## config.mk

```make
export PLATFORM = sky130hd
export DESIGN_NAME = nand3_cell_bist_seq
export DESIGN_NICKNAME = d
export VERILOG_FILES = /design/src/rtl/nand3_cell_bist_seq.sv
export SDC_FILE = /design/constraint.sdc
export NUM_CORES = 1
export LEC_CHECK = 0
export BUFFER_PORTS_ARGS = -buffer_cell sky130_fd_sc_hd__buf_2
export CAP_MARGIN = 20
export CORE_UTILIZATION = 45
export CTS_CLUSTER_DIAMETER = 100
export DETAILED_ROUTE_END_ITERATION = 10
export GPL_TIMING_DRIVEN = 0
export HOLD_SLACK_MARGIN = 0.15
export PLACE_DENSITY = 0.76
export RECOVER_POWER = 100
export SYNTH_ARGS = -nofsm -noshare
export SYNTH_HDL_FRONTEND = slang
export SYNTH_SLANG_ARGS = --single-unit
export TNS_END_PERCENT = 100
```

## constraint.sdc

```tcl
create_clock -name CLK -period 4.9 [get_ports CLK]
set_input_delay 0.98 -clock CLK [delete_from_list [all_inputs] [get_ports CLK]]
set_output_delay 0.98 -clock CLK [all_outputs]
set_load 0.01 [all_outputs]
```

## src/rtl/nand3_cell_bist_seq.sv

```systemverilog
// rtl/nand3_cell_bist_seq.sv - BIST sequencer for one 3-input NAND cell
module nand3_cell_bist_seq #(
    parameter int SETTLE_CYC = 2,
    parameter int PASSES     = 1,
    parameter int ERR_W      = 8
) (
    input  logic             CLK,
    input  logic             RN,
    input  logic             START,
    input  logic             ABORT,
    input  logic             ZN_IN,
    output logic             A1,
    output logic             A2,
    output logic             A3,
    output logic             BUSY,
    output logic             DONE,
    output logic             PASS,
    output logic [ERR_W-1:0] ERR_CNT,
    output logic             FAIL_VLD,
    output logic [2:0]       FAIL_VEC
);

    typedef enum logic [1:0] {
        ST_IDLE   = 2'd0,
        ST_SETTLE = 2'd1,
        ST_CHECK  = 2'd2,
        ST_DONE   = 2'd3
    } state_t;

    localparam logic [7:0]       SCNT_RELOAD = 8'(SETTLE_CYC - 1);
    localparam logic [3:0]       PCNT_LAST   = 4'(PASSES - 1);
    localparam logic [ERR_W-1:0] ERR_ONE     = {{(ERR_W-1){1'b0}}, 1'b1};

    state_t             state_q, state_d;
    logic [2:0]         vec_q, vec_d;
    logic [7:0]         scnt_q, scnt_d;
    logic [3:0]         pcnt_q, pcnt_d;
    logic               busy_q, busy_d;
    logic               done_q, done_d;
    logic               pass_q, pass_d;
    logic [ERR_W-1:0]   err_q, err_d;
    logic               fail_vld_q, fail_vld_d;
    logic [2:0]         fail_vec_q, fail_vec_d;
    logic               mismatch;

    always_comb begin
        state_d    = state_q;
        vec_d      = vec_q;
        scnt_d     = scnt_q;
        pcnt_d     = pcnt_q;
        busy_d     = busy_q;
        done_d     = done_q;
        pass_d     = pass_q;
        err_d      = err_q;
        fail_vld_d = fail_vld_q;
        fail_vec_d = fail_vec_q;
        mismatch   = (ZN_IN != ~&vec_q);

        // Abort outranks everything; the result registers are left for the host to inspect.
        if (ABORT) begin
            state_d = ST_IDLE;
            vec_d   = 3'd0;
            busy_d  = 1'b0;
            done_d  = 1'b0;
            pass_d  = 1'b0;
        end else begin
            case (state_q)
                ST_IDLE, ST_DONE: begin
                    if (START) begin
                        state_d    = ST_SETTLE;
                        vec_d      = 3'd0;
                        scnt_d     = SCNT_RELOAD;
                        pcnt_d     = 4'd0;
                        busy_d     = 1'b1;
                        done_d     = 1'b0;
                        pass_d     = 1'b0;
                        err_d      = '0;
                        fail_vld_d = 1'b0;
                        fail_vec_d = 3'd0;
                    end
                end
                ST_SETTLE: begin
                    if (scnt_q == 8'd0) begin
                        state_d = ST_CHECK;
                    end else begin
                        scnt_d = scnt_q - 8'd1;
                    end
                end
                ST_CHECK: begin
                    if (mismatch) begin
                        if (err_q != '1) begin
                            err_d = err_q + ERR_ONE;
                        end
                        if (!fail_vld_q) begin
                            fail_vld_d = 1'b1;
                            fail_vec_d = vec_q;
                        end
                    end
                    scnt_d = SCNT_RELOAD;
                    if (vec_q != 3'd7) begin
                        vec_d   = vec_q + 3'd1;
                        state_d = ST_SETTLE;
                    end else if (pcnt_q != PCNT_LAST) begin
                        vec_d   = 3'd0;
                        pcnt_d  = pcnt_q + 4'd1;
                        state_d = ST_SETTLE;
                    end else begin
                        state_d = ST_DONE;
                        busy_d  = 1'b0;
                        done_d  = 1'b1;
                        pass_d  = (err_d == '0);
                    end
                end
                default: state_d = ST_IDLE;
            endcase
        end
    end

    always_ff @(posedge CLK) begin
        if (!RN) begin
            state_q    <= ST_IDLE;
            vec_q      <= 3'd0;
            scnt_q     <= 8'd0;
            pcnt_q     <= 4'd0;
            busy_q     <= 1'b0;
            done_q     <= 1'b0;
            pass_q     <= 1'b0;
            err_q      <= '0;
            fail_vld_q <= 1'b0;
            fail_vec_q <= 3'd0;
        end else begin
            state_q    <= state_d;
            vec_q      <= vec_d;
            scnt_q     <= scnt_d;
            pcnt_q     <= pcnt_d;
            busy_q     <= busy_d;
            done_q     <= done_d;
            pass_q     <= pass_d;
            err_q      <= err_d;
            fail_vld_q <= fail_vld_d;
            fail_vec_q <= fail_vec_d;
        end
    end

    // vec is forced to 0 on every entry to IDLE, so it can drive the CUT directly.
    assign A1       = vec_q[0];
    assign A2       = vec_q[1];
    assign A3       = vec_q[2];
    assign BUSY     = busy_q;
    assign DONE     = done_q;
    assign PASS     = pass_q;
    assign ERR_CNT  = err_q;
    assign FAIL_VLD = fail_vld_q;
    assign FAIL_VEC = fail_vec_q;

endmodule

```

# Yosys cells after proc, flatten, opt, wreduce, memory -nomap -nowiden
# Cells that the tools add are included.
# classes
n_addsub	4
n_mul	0
n_div	0
n_lt_le_gt_ge	0
n_eq_ne	15
shift	0
muxes	38
n_bitwise	2
n_reduce_logical	17
# ops
cell	count
8-bit 2-to-1 mux	7
8-bit case mux with 3 select lines	1
8-bit logical NOT	2
2-bit inequality test (second input constant)	8
8-bit case mux with 2 select lines	1
3-bit 2-to-1 mux	5
4-bit 2-to-1 mux	3
3-bit case mux with 2 select lines	2
3-bit AND reduction	4
5-bit AND reduction	2
1-bit 2-to-1 mux	9
8-bit by 1-bit adder with 8-bit output (second input constant)	1
2-bit 2-to-1 mux	4
8-bit inequality test (second input constant)	1
1-bit case mux with 2 select lines	4
4-bit case mux with 2 select lines	1
4-bit AND reduction	2
8-bit by 1-bit subtractor with 8-bit output (second input constant)	1
3-bit inequality test (second input constant)	2
2-bit case mux with 3 select lines	1
4-bit by 1-bit adder with 4-bit output (second input constant)	1
2-bit == test (second input constant)	2
4-bit nonzero test	1
2-bit OR reduction	2
other kinds (8)	9
# totals
ff_bits	32
latchBits	0
ram_bits	0
romBits	0
input_bits	5
out_inout_bits	18
n_memories	0

# Depth between registers and ports, before layout
# Gate-level depths: netlist (run 1).
# logic_depth
ltp_word	10
depth_mapped	9
ltp_nobuf	7

# Worst setup path after synthesis (run 1)
# Ideal clock, no wire load.
# synth_path
kind	input to register
startpoint	input port ABORT
endpoint	register pass_q, in the netlist PASS
t_arrival_ps	2272
required_ps	4816
path_slack_ps	2543
path_stages	6
n_path_buf	2
path_cell_list	clkbuf_1 -> nand2b_1 -> clkbuf_1 -> or3_1 -> or3_1 -> o31ai_2
# synth_between
elab_chain_len	1
# synth_rtl
element	line	text
start, declared	10	input logic ABORT,
2-bit OR reduction (no line)	--	
end signal, assigned	138	pass_q <= pass_d;
end, declared	40	logic pass_q, pass_d;
# No other way between the ends.
# A chain may end at the register's enable or synchronous reset.

# Final worst setup path (run 1)
# layout_path
startpoint	register state_q[0]
endpoint	register err_q[6], in the netlist ERR_CNT[6]
# layout_between
elab_chain_len	4
word_cells_on_any_way	8
# layout_rtl
element	line	text
start, declared	34	state_t state_q, state_d;
start signal, assigned	132	state_q <= state_d;
2-bit == test or 2-bit logical NOT (tied branches)	67	case (state_q)
2-bit OR reduction	67	
2-bit inequality test (no line) or 2-bit nonzero test (tied branches)	--	
3-bit AND reduction (no line)	--	
end signal, assigned	139	err_q <= err_d;
end, declared	41	logic [ERR_W-1:0] err_q, err_d;
# Parallel ways exist; a longest one is shown, timed or not.

==> out/metrics.cfg, run 1 <==
[run_status]
status=finished clean

[clock_network]
cts-root-buf=clkbuf_8
clock_latency_ps=290
cts_sinks=32
cts_setup_buffers=0
clkTransAtPathRegs_ps=70
ctsHoldBuffers=0
clk_path_buf_depth=2
cts_resized=0
cts_htree_levels=2
numCtsBuffers=5
cts_tree=done

[drt]
drc=0
wire_per_inst_um=13.3
ant_nets=0
totalWireLength_mm=4.14
drtIter0Drc=126
first_pass_iters=4
vias=1744
viasPerCell=5.61

[pwr]
vdd_drop_max_v=0.000140
p_per_area_nw_per_um2=286
p_leak_uw=0.000761

[cells_and_area]
drive_above_1_share_pct=6.51
insertedDiodeCount=0
area_delta_synth_final_pct=11.0
mostFrequentLayoutCell=dfxtp_1
final_net_count=275
final_cell_mix=dfxtp_1, clkbuf_1, nand2_1
fin_cells=311

[critical_path]
cp.buffers_inverters=2
slowest_delay_ps=820
crit_path_start_kind=register
cp_max_fo=10
critPathArrivalTime_ps=3010
path_cells=inv_1 -> ha_1 -> nor2b_1 -> clkbuf_1 -> nor3_1 -> nand3_1 -> a41o_1 -> a21oi_1
critical_path_class=reg2reg
crit_family=simple AND/OR/NAND/NOR gates
crit_path_end_kind=register
crit_slowest_cell=nor3_1
critPathRequiredTime_ps=5120

[placed_design]
dpl.hpwl_mm=2.97
gp_congestion=0.857
portBuffers=21
dp.cells=303

[global_routing]
grt_pass1_wl_mm=7.09
grt_max_degree=11
grt.total_usage_pct=21.1
antenna_found_initial=0
grt_pass1_vias=1573
grt_overflow=0

[sta]
fin_crit_sh_pct=57.0
fin_crit_ps=2790
fmax_mhz=358
hold_viol_final=0
setup_viol=0
maxSlewHeadroom_pct=28.1
rsz0062_at_grt=no
tightestPinTransition_ps=1070
tns_ps=0
fin_skew_ps=7.02
slew_violations=0

[die]
core.rowCount=23
chipHeight_um=66.8
ioPinCount=23
die_x_um=66.8
floorplan.initialDensity_pct=47.0
coreArea_um2=4030
die_area_um2=4470

[yosys]
synth_edf_count=0
ys.warnings.count=0
synth_top_area_share_pct=33.9
yosysUniqueCellTypes=51
synth.top_cells.by_area=dfxtp_1, ha_1, nand2_1
syn-instance-count=232
ys_seq_area_share_pct=33.9
ys.flop_type=dfxtp_1
avgSynthCellArea_um2=8.15
synth_top_area_cell=dfxtp_1
synth_seq_cells=32
synth_area_um2=1890
synthArstFlopShare_pct=0
syn-num-nets=247

[job]
max-cap-violations=0

[worst_hold_path]
min_path_type=reg2reg

worst min-delay path: stages, from the launching register on:
cell and delay [ps]:
dfxtp_1 320, nand2_1 50, a21boi_0 60
cell usage after synthesis, types with 4 or more instances:
cell type	instances
xor2_1	8
nor4_1	4
inv_1	13
nand3_1	14
o21ai_0	14
and3_1	4
ha_1	10
a21boi_0	6
nand2_1	21
nor3_1	4
a31oi_1	5
and2_1	4
or3_1	5
nor2_1	19
clkbuf_1	7
a21o_1	4
dfxtp_1	32
a21oi_1	14
kinds of logic after synthesis:
kind of cell / count (synthesis) / synth area share (%)
and+or+nand+nor: 95 / 26.9
AOI/OAI and AO/OA: 58 / 20.6
DFF: 32 / 33.9
buffers and inverters: 24 / 5.36
xor gates and xnor gates: 10 / 5.03
adders and majority gates: 10 / 6.61
muxes: 3 / 1.59
final cells by class:
class	instances	area (µm²)
tap	50	62.6
inverter	13	48.8
buffer	11	43.8
fill	404	1930
clock buffer	6	72.6
sequential	32	641
timing repair buffer	21	82.6
clock inverter	2	35.0
multi-input combinational	176	1110
power breakdown:
group          leakage, µW  switching (µW)  total [µW]  internal, µW
Clock            0.0000552            99.6         250           151
Sequential        0.000259            7.51         275           267
Combinational     0.000447            45.3        76.5          31.3
stage by stage:
step / util, % / area [µm²] / hold WS [ps] / worst slack, ps / power (µW)
5_1_grt: 52.1 / 2100 / 506 / 1820 / 630
3_5_place_dp: 51.1 / 2060 / 471 / 2340 / 362
3_3_place_gp: 51.1 / 2060 / 460 / 2310 / 360
4_1_cts: 53.8 / 2170 / 482 / 2550 / 612
2_1_floorplan: - / 1890 / 467 / 2540 / 344
6_report: 52.1 / 2100 / 480 / 2110 / 602
final timing paths:
check	from	cells after the start	slack, ps	end
max	state_q[0]$_SDFFE_PP0P_	8	2110	ERR_CNT[6]$_SDFFE_PN0P_
min	FAIL_VEC[1]$_SDFFE_PN0P_	2	480	FAIL_VEC[1]$_SDFFE_PN0P_
max reg2reg	state_q[0]$_SDFFE_PP0P_	8	2110	ERR_CNT[6]$_SDFFE_PN0P_
min reg2reg	FAIL_VEC[1]$_SDFFE_PN0P_	2	480	FAIL_VEC[1]$_SDFFE_PN0P_
routing by layer:
| metal | part of all wire, % | up-vias | GRT usage, % |
|---|---|---|---|
| met3 | 4.3 | 7 | 6.34 |
| met4 | 1.1 | 0 | 6.91 |
| met5 | 0 | - | 0 |
| met1 | 48 | 819 | 26.0 |
| li1 | - | 883 | - |
| met2 | 47 | 35 | 34.6 |
sequential cells by signal, summed over array words and instances (netlist names):
name      flops
ERR_CNT       8
scnt_q        8
pcnt_q        4
FAIL_VEC      3
vec_q         3
state_q       2
BUSY          1
DONE          1
FAIL_VLD      1
PASS          1
(Power assumes the default switching activity.)
==> run 2: changes to the inputs <==
--- a/config.mk
+++ b/config.mk
@@ -5,6 +5,7 @@
 export SDC_FILE = /design/constraint.sdc
 export NUM_CORES = 1
 export LEC_CHECK = 0
+export ABC_AREA = 1
 export BUFFER_PORTS_ARGS = -buffer_cell sky130_fd_sc_hd__buf_2
 export CAP_MARGIN = 20
 export CORE_UTILIZATION = 45
==> constraint.sdc (replaced) <==
create_clock -name CLK -period 2.6 [get_ports CLK]
set_input_delay 0.52 -clock CLK [delete_from_list [all_inputs] [get_ports CLK]]
set_output_delay 0.52 -clock CLK [all_outputs]
set_load 0.01 [all_outputs]
==> run 2 against run 1 <==
Critical path depth grew 4. Flip-flop and latch count is the same. Die area grew 1.7%. Utilization grew 1.1 points. Critical path type unchanged.
==> out/metrics.cfg, run 2 <==
[sta]
fin_skew_ps=8.74  ; was 7.02 ps
tightestPinTransition_ps=512  ; was 1070 ps
rsz0062_at_grt=no  ; unchanged
fin_crit_ps=2190  ; was 2790 ps
tns_ps=0  ; unchanged
maxSlewHeadroom_pct=65.9  ; was 28.1%
fmax_mhz=456  ; was 358 MHz
setup_viol=0  ; unchanged
fin_crit_sh_pct=84.4  ; was 57.0%
slew_violations=0  ; unchanged
hold_viol_final=0  ; unchanged
hold-worst-slack_ps=464  ; was 480 ps
setup_slack_ps=406  ; was 2110 ps

[drt]
drc=0  ; unchanged
totalWireLength_mm=4.14  ; about the same
ant_nets=0  ; unchanged
vias=1801  ; was 1744
first_pass_iters=4  ; unchanged
viasPerCell=5.16  ; was 5.61
wire_per_inst_um=11.9  ; was 13.3 µm
drtIter0Drc=145  ; was 126

[pwr]
vdd_drop_max_v=0.000364  ; was 0.000140 V
p_leak_uw=0.000926  ; was 0.000761 µW
p_per_area_nw_per_um2=602  ; was 286 nW/µm²

[clock_network]
cts_tree=done  ; unchanged
cts_sinks=32  ; unchanged
clk_path_buf_depth=2  ; unchanged
clkTransAtPathRegs_ps=70  ; about the same
cts_resized=0  ; unchanged
cts-root-buf=clkbuf_8  ; unchanged
clock_latency_ps=300  ; was 290 ps
cts_htree_levels=2  ; unchanged
cts_setup_buffers=0  ; unchanged
ctsHoldBuffers=0  ; unchanged
numCtsBuffers=5  ; unchanged

[die]
die_area_um2=4540  ; was 4470 µm²
coreArea_um2=4060  ; was 4030 µm²
core.rowCount=23  ; unchanged
ioPinCount=23  ; unchanged
chipHeight_um=67.4  ; was 66.8 µm
floorplan.initialDensity_pct=47.4  ; was 47.0%
die_x_um=67.4  ; was 66.8 µm

[cells_and_area]
final_cell_mix=nand2_1, inv_1, dfxtp_1  ; was dfxtp_1, clkbuf_1, nand2_1
nFillCells=440  ; was 404
area_delta_synth_final_pct=12.4  ; was 11.0%
insertedDiodeCount=0  ; unchanged
final_net_count=313  ; was 275
utilization_pct=53.3  ; was 52.1%
drive_above_1_share_pct=14.0  ; was 6.51%
mostFrequentLayoutCell=nand2_1  ; was dfxtp_1

[yosys]
avgSynthCellArea_um2=7.15  ; was 8.15 µm²
synth_top_area_share_pct=33.3  ; was 33.9%
synth_area_um2=1920  ; was 1890 µm²
synthTopCellsByCount=nand2_1, inv_1, dfxtp_1, nor2_1, a21oi_1  ; was dfxtp_1, nand2_1, nor2_1
yosysUniqueCellTypes=35  ; was 51
synthArstFlopShare_pct=0  ; unchanged
synth.top_cells.by_area=dfxtp_1, nand2_1, inv_1  ; was dfxtp_1, ha_1, nand2_1
ys.warnings.count=0  ; unchanged
ys_seq_area_share_pct=33.3  ; was 33.9%
synth_edf_count=0  ; unchanged
synth_seq_cells=32  ; unchanged
synth.most_common_cell=nand2_1  ; was dfxtp_1
syn-instance-count=269  ; was 232
ys.flop_type=dfxtp_1  ; unchanged
synth_top_area_cell=dfxtp_1  ; unchanged
syn-num-nets=284  ; was 247

[placed_design]
dpl.hpwl_mm=3.14  ; was 2.97 mm
portBuffers=22  ; was 21
gp_congestion=0.800  ; was 0.857
post-place-ws_ps=638  ; was 2340 ps

[global_routing]
grt_max_degree=11  ; unchanged
grt_pass1_vias=1597  ; was 1573
grt_pass1_wl_mm=6.88  ; was 7.09 mm
antenna_found_initial=0  ; unchanged
grt.total_usage_pct=20.5  ; was 21.1%
grt_overflow=0  ; unchanged

[critical_path]
critPathArrivalTime_ps=2430  ; was 3010 ps
slowest_delay_ps=420  ; was 820 ps
critPathRequiredTime_ps=2840  ; was 5120 ps
crit_path_end_kind=register  ; unchanged
crit_path_start_kind=register  ; unchanged
critical_path_class=reg2reg  ; unchanged
crit_slowest_cell=clkbuf_1  ; was nor3_1
path_cells=ha_1 -> ha_1 -> inv_2 -> nand2_2 -> nand2_1 -> clkbuf_1 -> nand3_1 -> nand2_2 -> nand3_2 -> nor2_1 -> nand2_1 -> a21oi_2  ; was inv_1 -> ha_1 -> nor2b_1 -> clkbuf_1 -> nor3_1 -> nand3_1 -> a41o_1 -> a21oi_1
cp_max_fo=10  ; unchanged

[job]
max-cap-violations=0  ; unchanged

[worst_hold_path]
min_path_type=reg2reg  ; unchanged

[run_status]
status=finished clean  ; unchanged

-- run 2: cell types whose count changed in the layout (fill, tap and decap cells not counted), moves of 5 or more --
| cell | previous run | this run |
|---|---|---|
| clkbuf_1 | 28 | 22 |
| o21ai_0 | 14 | 7 |
| or3_1 | 5 | 0 |
| a21boi_0 | 6 | 1 |
| nand2_2 | 0 | 10 |
| nand2_1 | 21 | 58 |
| xor2_1 | 9 | 4 |
| nor4_1 | 5 | 0 |
| inv_1 | 13 | 39 |
-- run 2: layout make-up --
| type | count | area (µm²) | area share (%) |
|---|---|---|---|
| Multi-Input combinational cell | 190 | 1060 | 49.2 |
| Clock buffer | 7 | 96.3 | 4.46 |
| Inverter | 42 | 158 | 7.29 |
| Timing Repair Buffer | 22 | 87.6 | 4.05 |
| Sequential cell | 32 | 641 | 29.6 |
| Tap cell | 50 | 62.6 | 2.89 |
| Buffer | 5 | 22.5 | 1.04 |
| Clock inverter | 1 | 30.0 | 1.39 |
-- run 2: critical path, delay by kind of cell (launching register included) --
| kind | cells | cell delay (ps) |
|---|---|---|
| compound gates | 1 | 100 |
| fa+ha+maj | 2 | 460 |
| buf+inv | 2 | 520 |
| flops | 1 | 340 |
| simple gates | 7 | 710 |
-- run 2: where the power goes --
part           switching [µW]  internal [µW]  total [µW]
Clock                     200            338         539
Sequential               22.2            519         541
Combinational             145           76.5         221
Total                     367            934        1300
-- run 2: routing by layer --
layer	GRT usage, %	up-vias	part of all wire (%)	wire, µm
met4	9.57	0	1.7	69
met1	24.8	831	47	1940
met5	0	-	0	0
met2	34.3	40	46	1900
met3	4.39	7	5.5	229
li1	-	923	-	-
-- run 2: cells by family after synthesis --
kind of cell / Yosys count / synth area share, %
adders and majority gates: 10 / 6.50
and+or+nand+nor: 137 / 36.5
AOI/OAI and AO/OA: 38 / 11.5
buffers and inverters: 47 / 9.88
xor gates and xnor gates: 5 / 2.28
DFF: 32 / 33.3
-- run 2: worst paths after layout --
path | startpoint | end | slack (ps) | cells after the start
min reg2reg | DONE$_SDFFE_PP0P_ | DONE$_SDFFE_PP0P_ | 460 | 2
max reg2reg | vec_q[0]$_SDFFE_PP0P_ | PASS$_SDFFE_PP0P_ | 410 | 12
min | DONE$_SDFFE_PP0P_ | DONE$_SDFFE_PP0P_ | 460 | 2
max | vec_q[0]$_SDFFE_PP0P_ | PASS$_SDFFE_PP0P_ | 410 | 12
-- run 2: stage by stage --
stage	instances	power, µW	area, µm²
floorplan	269	729	1920
global placement	341	774	2100
detailed placement	341	784	2100
CTS	349	1320	2220
global route	349	1360	2160
finish	349	1300	2160
==> run 3: changes to the inputs <==
--- a/config.mk
+++ b/config.mk
@@ -13,7 +13,7 @@
 export DETAILED_ROUTE_END_ITERATION = 10
 export GPL_TIMING_DRIVEN = 0
 export HOLD_SLACK_MARGIN = 0.15
-export PLACE_DENSITY = 0.76
+export PLACE_DENSITY = 0.79
 export RECOVER_POWER = 100
 export SYNTH_ARGS = -nofsm -noshare
 export SYNTH_HDL_FRONTEND = slang
==> constraint.sdc (replaced) <==
create_clock -name CLK -period 1.77 [get_ports CLK]
set_input_delay 0.354 -clock CLK [delete_from_list [all_inputs] [get_ports CLK]]
set_output_delay 0.354 -clock CLK [all_outputs]
set_load 0.01 [all_outputs]
==> run 3 against run 2 <==
Combinational power rose by 64%. Final area rose by 7.9%. Utilization rose by 4.2 points. Cell count rose by 1.7%. Via count rose by 2.6%. Critical path depth did not move. Clock skew fell by 2.6 ps. Maximum frequency rose by 27%. Routed wire length rose by 6.3%. Largest cell class unchanged.
==> out/metrics.cfg, run 3 (synthesis gave the netlist of run 2 again) <==
[run_status]
status=finished clean  ; unchanged

[clock_network]
cts-root-buf=clkbuf_8  ; unchanged
cts_htree_levels=2  ; unchanged
cts_sinks=32  ; unchanged
clk_path_buf_depth=2  ; unchanged
clock_latency_ps=300  ; about the same
clkTransAtPathRegs_ps=70  ; about the same
cts_tree=done  ; unchanged
numCtsBuffers=5  ; unchanged
ctsHoldBuffers=0  ; unchanged

[placed_design]
dpl.hpwl_mm=3.17  ; was 3.14 mm
gp_congestion=0.895  ; was 0.800
portBuffers=22  ; unchanged

[die]
coreArea_um2=4060  ; unchanged
core.rowCount=23  ; unchanged
die_x_um=67.4  ; unchanged
floorplan.initialDensity_pct=47.4  ; unchanged
ioPinCount=23  ; unchanged
die_area_um2=4540  ; unchanged
chipHeight_um=67.4  ; unchanged

[sta]
fin_crit_ps=1730  ; was 2190 ps
tightestPinTransition_ps=341  ; was 512 ps
fin_crit_sh_pct=97.5  ; was 84.4%
fmax_mhz=580  ; was 456 MHz
hold_viol_final=0  ; unchanged
setup_viol=0  ; unchanged
hold-worst-slack_ps=357  ; was 464 ps
slew_violations=0  ; unchanged
maxSlewHeadroom_pct=77.0  ; was 65.9%
fin_skew_ps=6.09  ; was 8.74 ps

[global_routing]
grt_overflow=0  ; unchanged
antenna_found_initial=0  ; unchanged
grt_pass1_vias=1735  ; was 1597
grt_pass1_wl_mm=7.30  ; was 6.88 mm
grt.total_usage_pct=21.8  ; was 20.5%
grt_max_degree=11  ; unchanged

[cells_and_area]
insertedDiodeCount=0  ; unchanged
final_net_count=319  ; was 313
drive_above_1_share_pct=27.2  ; was 14.0%
area_delta_synth_final_pct=21.3  ; was 12.4%
mostFrequentLayoutCell=nand2_1  ; unchanged
final_cell_mix=nand2_1, inv_1, dfxtp_1  ; unchanged

[drt]
totalWireLength_mm=4.41  ; was 4.14 mm
viasPerCell=5.20  ; was 5.16
drc=0  ; unchanged
wire_per_inst_um=12.4  ; was 11.9 µm
first_pass_iters=4  ; unchanged
ant_nets=0  ; unchanged
vias=1847  ; was 1801
drtIter0Drc=131  ; was 145

[critical_path]
cp_max_fo=10  ; unchanged
cpMostUsedCell=nand2_1
path_cells=ha_4 -> ha_4 -> nand2_1 -> nand2_4 -> buf_8 -> nand4_1 -> nand2_1 -> nor2_2 -> nand2_1 -> nor2_2 -> nand2_1 -> a21oi_2  ; was ha_1 -> ha_1 -> inv_2 -> nand2_2 -> nand2_1 -> clkbuf_1 -> nand3_1 -> nand2_2 -> nand3_2 -> nor2_1 -> nand2_1 -> a21oi_2
crit_path_start_kind=register  ; unchanged
crit_path_end_kind=register  ; unchanged
slowest_delay_ps=350  ; was 420 ps
critPathArrivalTime_ps=1950  ; was 2430 ps
critical_path_class=reg2reg  ; unchanged
crit_slowest_cell=dfxtp_2  ; was clkbuf_1
crit_family=simple AND/OR/NAND/NOR gates  ; unchanged
cp.buffers_inverters=1  ; was 2
critPathRequiredTime_ps=2000  ; was 2840 ps

[pwr]
vdd_drop_max_v=0.000427  ; was 0.000364 V
p_per_area_nw_per_um2=802  ; was 602 nW/µm²
p_leak_uw=0.000978  ; was 0.000926 µW
finalPower_uw=1870  ; was 1300 µW

[job]
max-cap-violations=0  ; unchanged

[worst_hold_path]
min_path_type=in2reg  ; was reg2reg

-- run 3: cell count changes in the layout (fill, tap and decap cells not counted), sizes merged --
cell and change:
clkinv +1, buf +13, clkbuf -8
-- run 3: path summary, 6_finish.rpt --
path | start | endpoint | slack [ps] | cells past startpoint
worst max-delay path | vec_q[0]$_SDFFE_PP0P_ | PASS$_SDFFE_PP0P_ | 40 | 12
worst max register to register | vec_q[0]$_SDFFE_PP0P_ | PASS$_SDFFE_PP0P_ | 40 | 12
worst min-delay path | RN | vec_q[0]$_SDFFE_PP0P_ | 360 | 3
worst min register to register | BUSY$_SDFFE_PP0P_ | BUSY$_SDFFE_PP0P_ | 460 | 2
-- run 3: area by class of cell --
| class | count | area, µm² |
|---|---|---|
| fillers | 388 | 1720 |
| multi-input cells | 190 | 1180 |
| flip-flops and latches | 32 | 648 |
| inverters | 42 | 160 |
| repair buffers | 28 | 138 |
| clock buffers | 6 | 72.6 |
| well taps | 50 | 62.6 |
| plain buffers | 5 | 37.5 |
| clock inverters | 2 | 35.0 |
-- run 3: what timing repair did --
item,CTS,global route
pin swaps,2,6
setup endpoints to repair,17,25
gates resized for setup,12,19
setup buffers,3,3
-- run 3: where the power goes --
part / switching (µW) / internal, µW / total (µW) / leakage [µW]
Sequential: 34.6 / 764 / 799 / 0.000263
Clock: 292 / 418 / 710 / 0.0000552
Combinational: 227 / 136 / 363 / 0.000660
Total: 554 / 1320 / 1870 / 0.000978
-- run 3: worst reg2reg max path, cell delays in order, from the launching register on --
cell and delay, ps:
dfxtp_2 350, ha_4 160, ha_4 170, nand2_1 100, nand2_4 90, buf_8 140
nand4_1 70, nand2_1 70, nor2_2 120, nand2_1 70, nor2_2 90, nand2_1 90
a21oi_2 130
-- run 3: metrics by stage --
stage | worst slack (ps) | util, % | cells | setup TNS, ps | cell area, µm²
finish | 44.9 | 57.5 | 355 | 0 | 2330
global route | -30.2 | 57.5 | 355 | -37.1 | 2330
CTS | 8.63 | 56.0 | 352 | 0 | 2270
detailed placement | -176 | 51.7 | 341 | -1690 | 2100
global placement | -124 | 51.7 | 341 | -1020 | 2100
floorplan | 111 | - | 269 | 0 | 1920
-- run 3: per-layer routing --
metal | vias to the layer above | wire (µm) | global-route usage (%)
li1 | 935 | - | -
met1 | 866 | 1970 | 24.6
met2 | 38 | 2200 | 38.4
met3 | 8 | 180 | 5.74
met4 | 0 | 57 | 8.78
met5 | - | 0 | 0
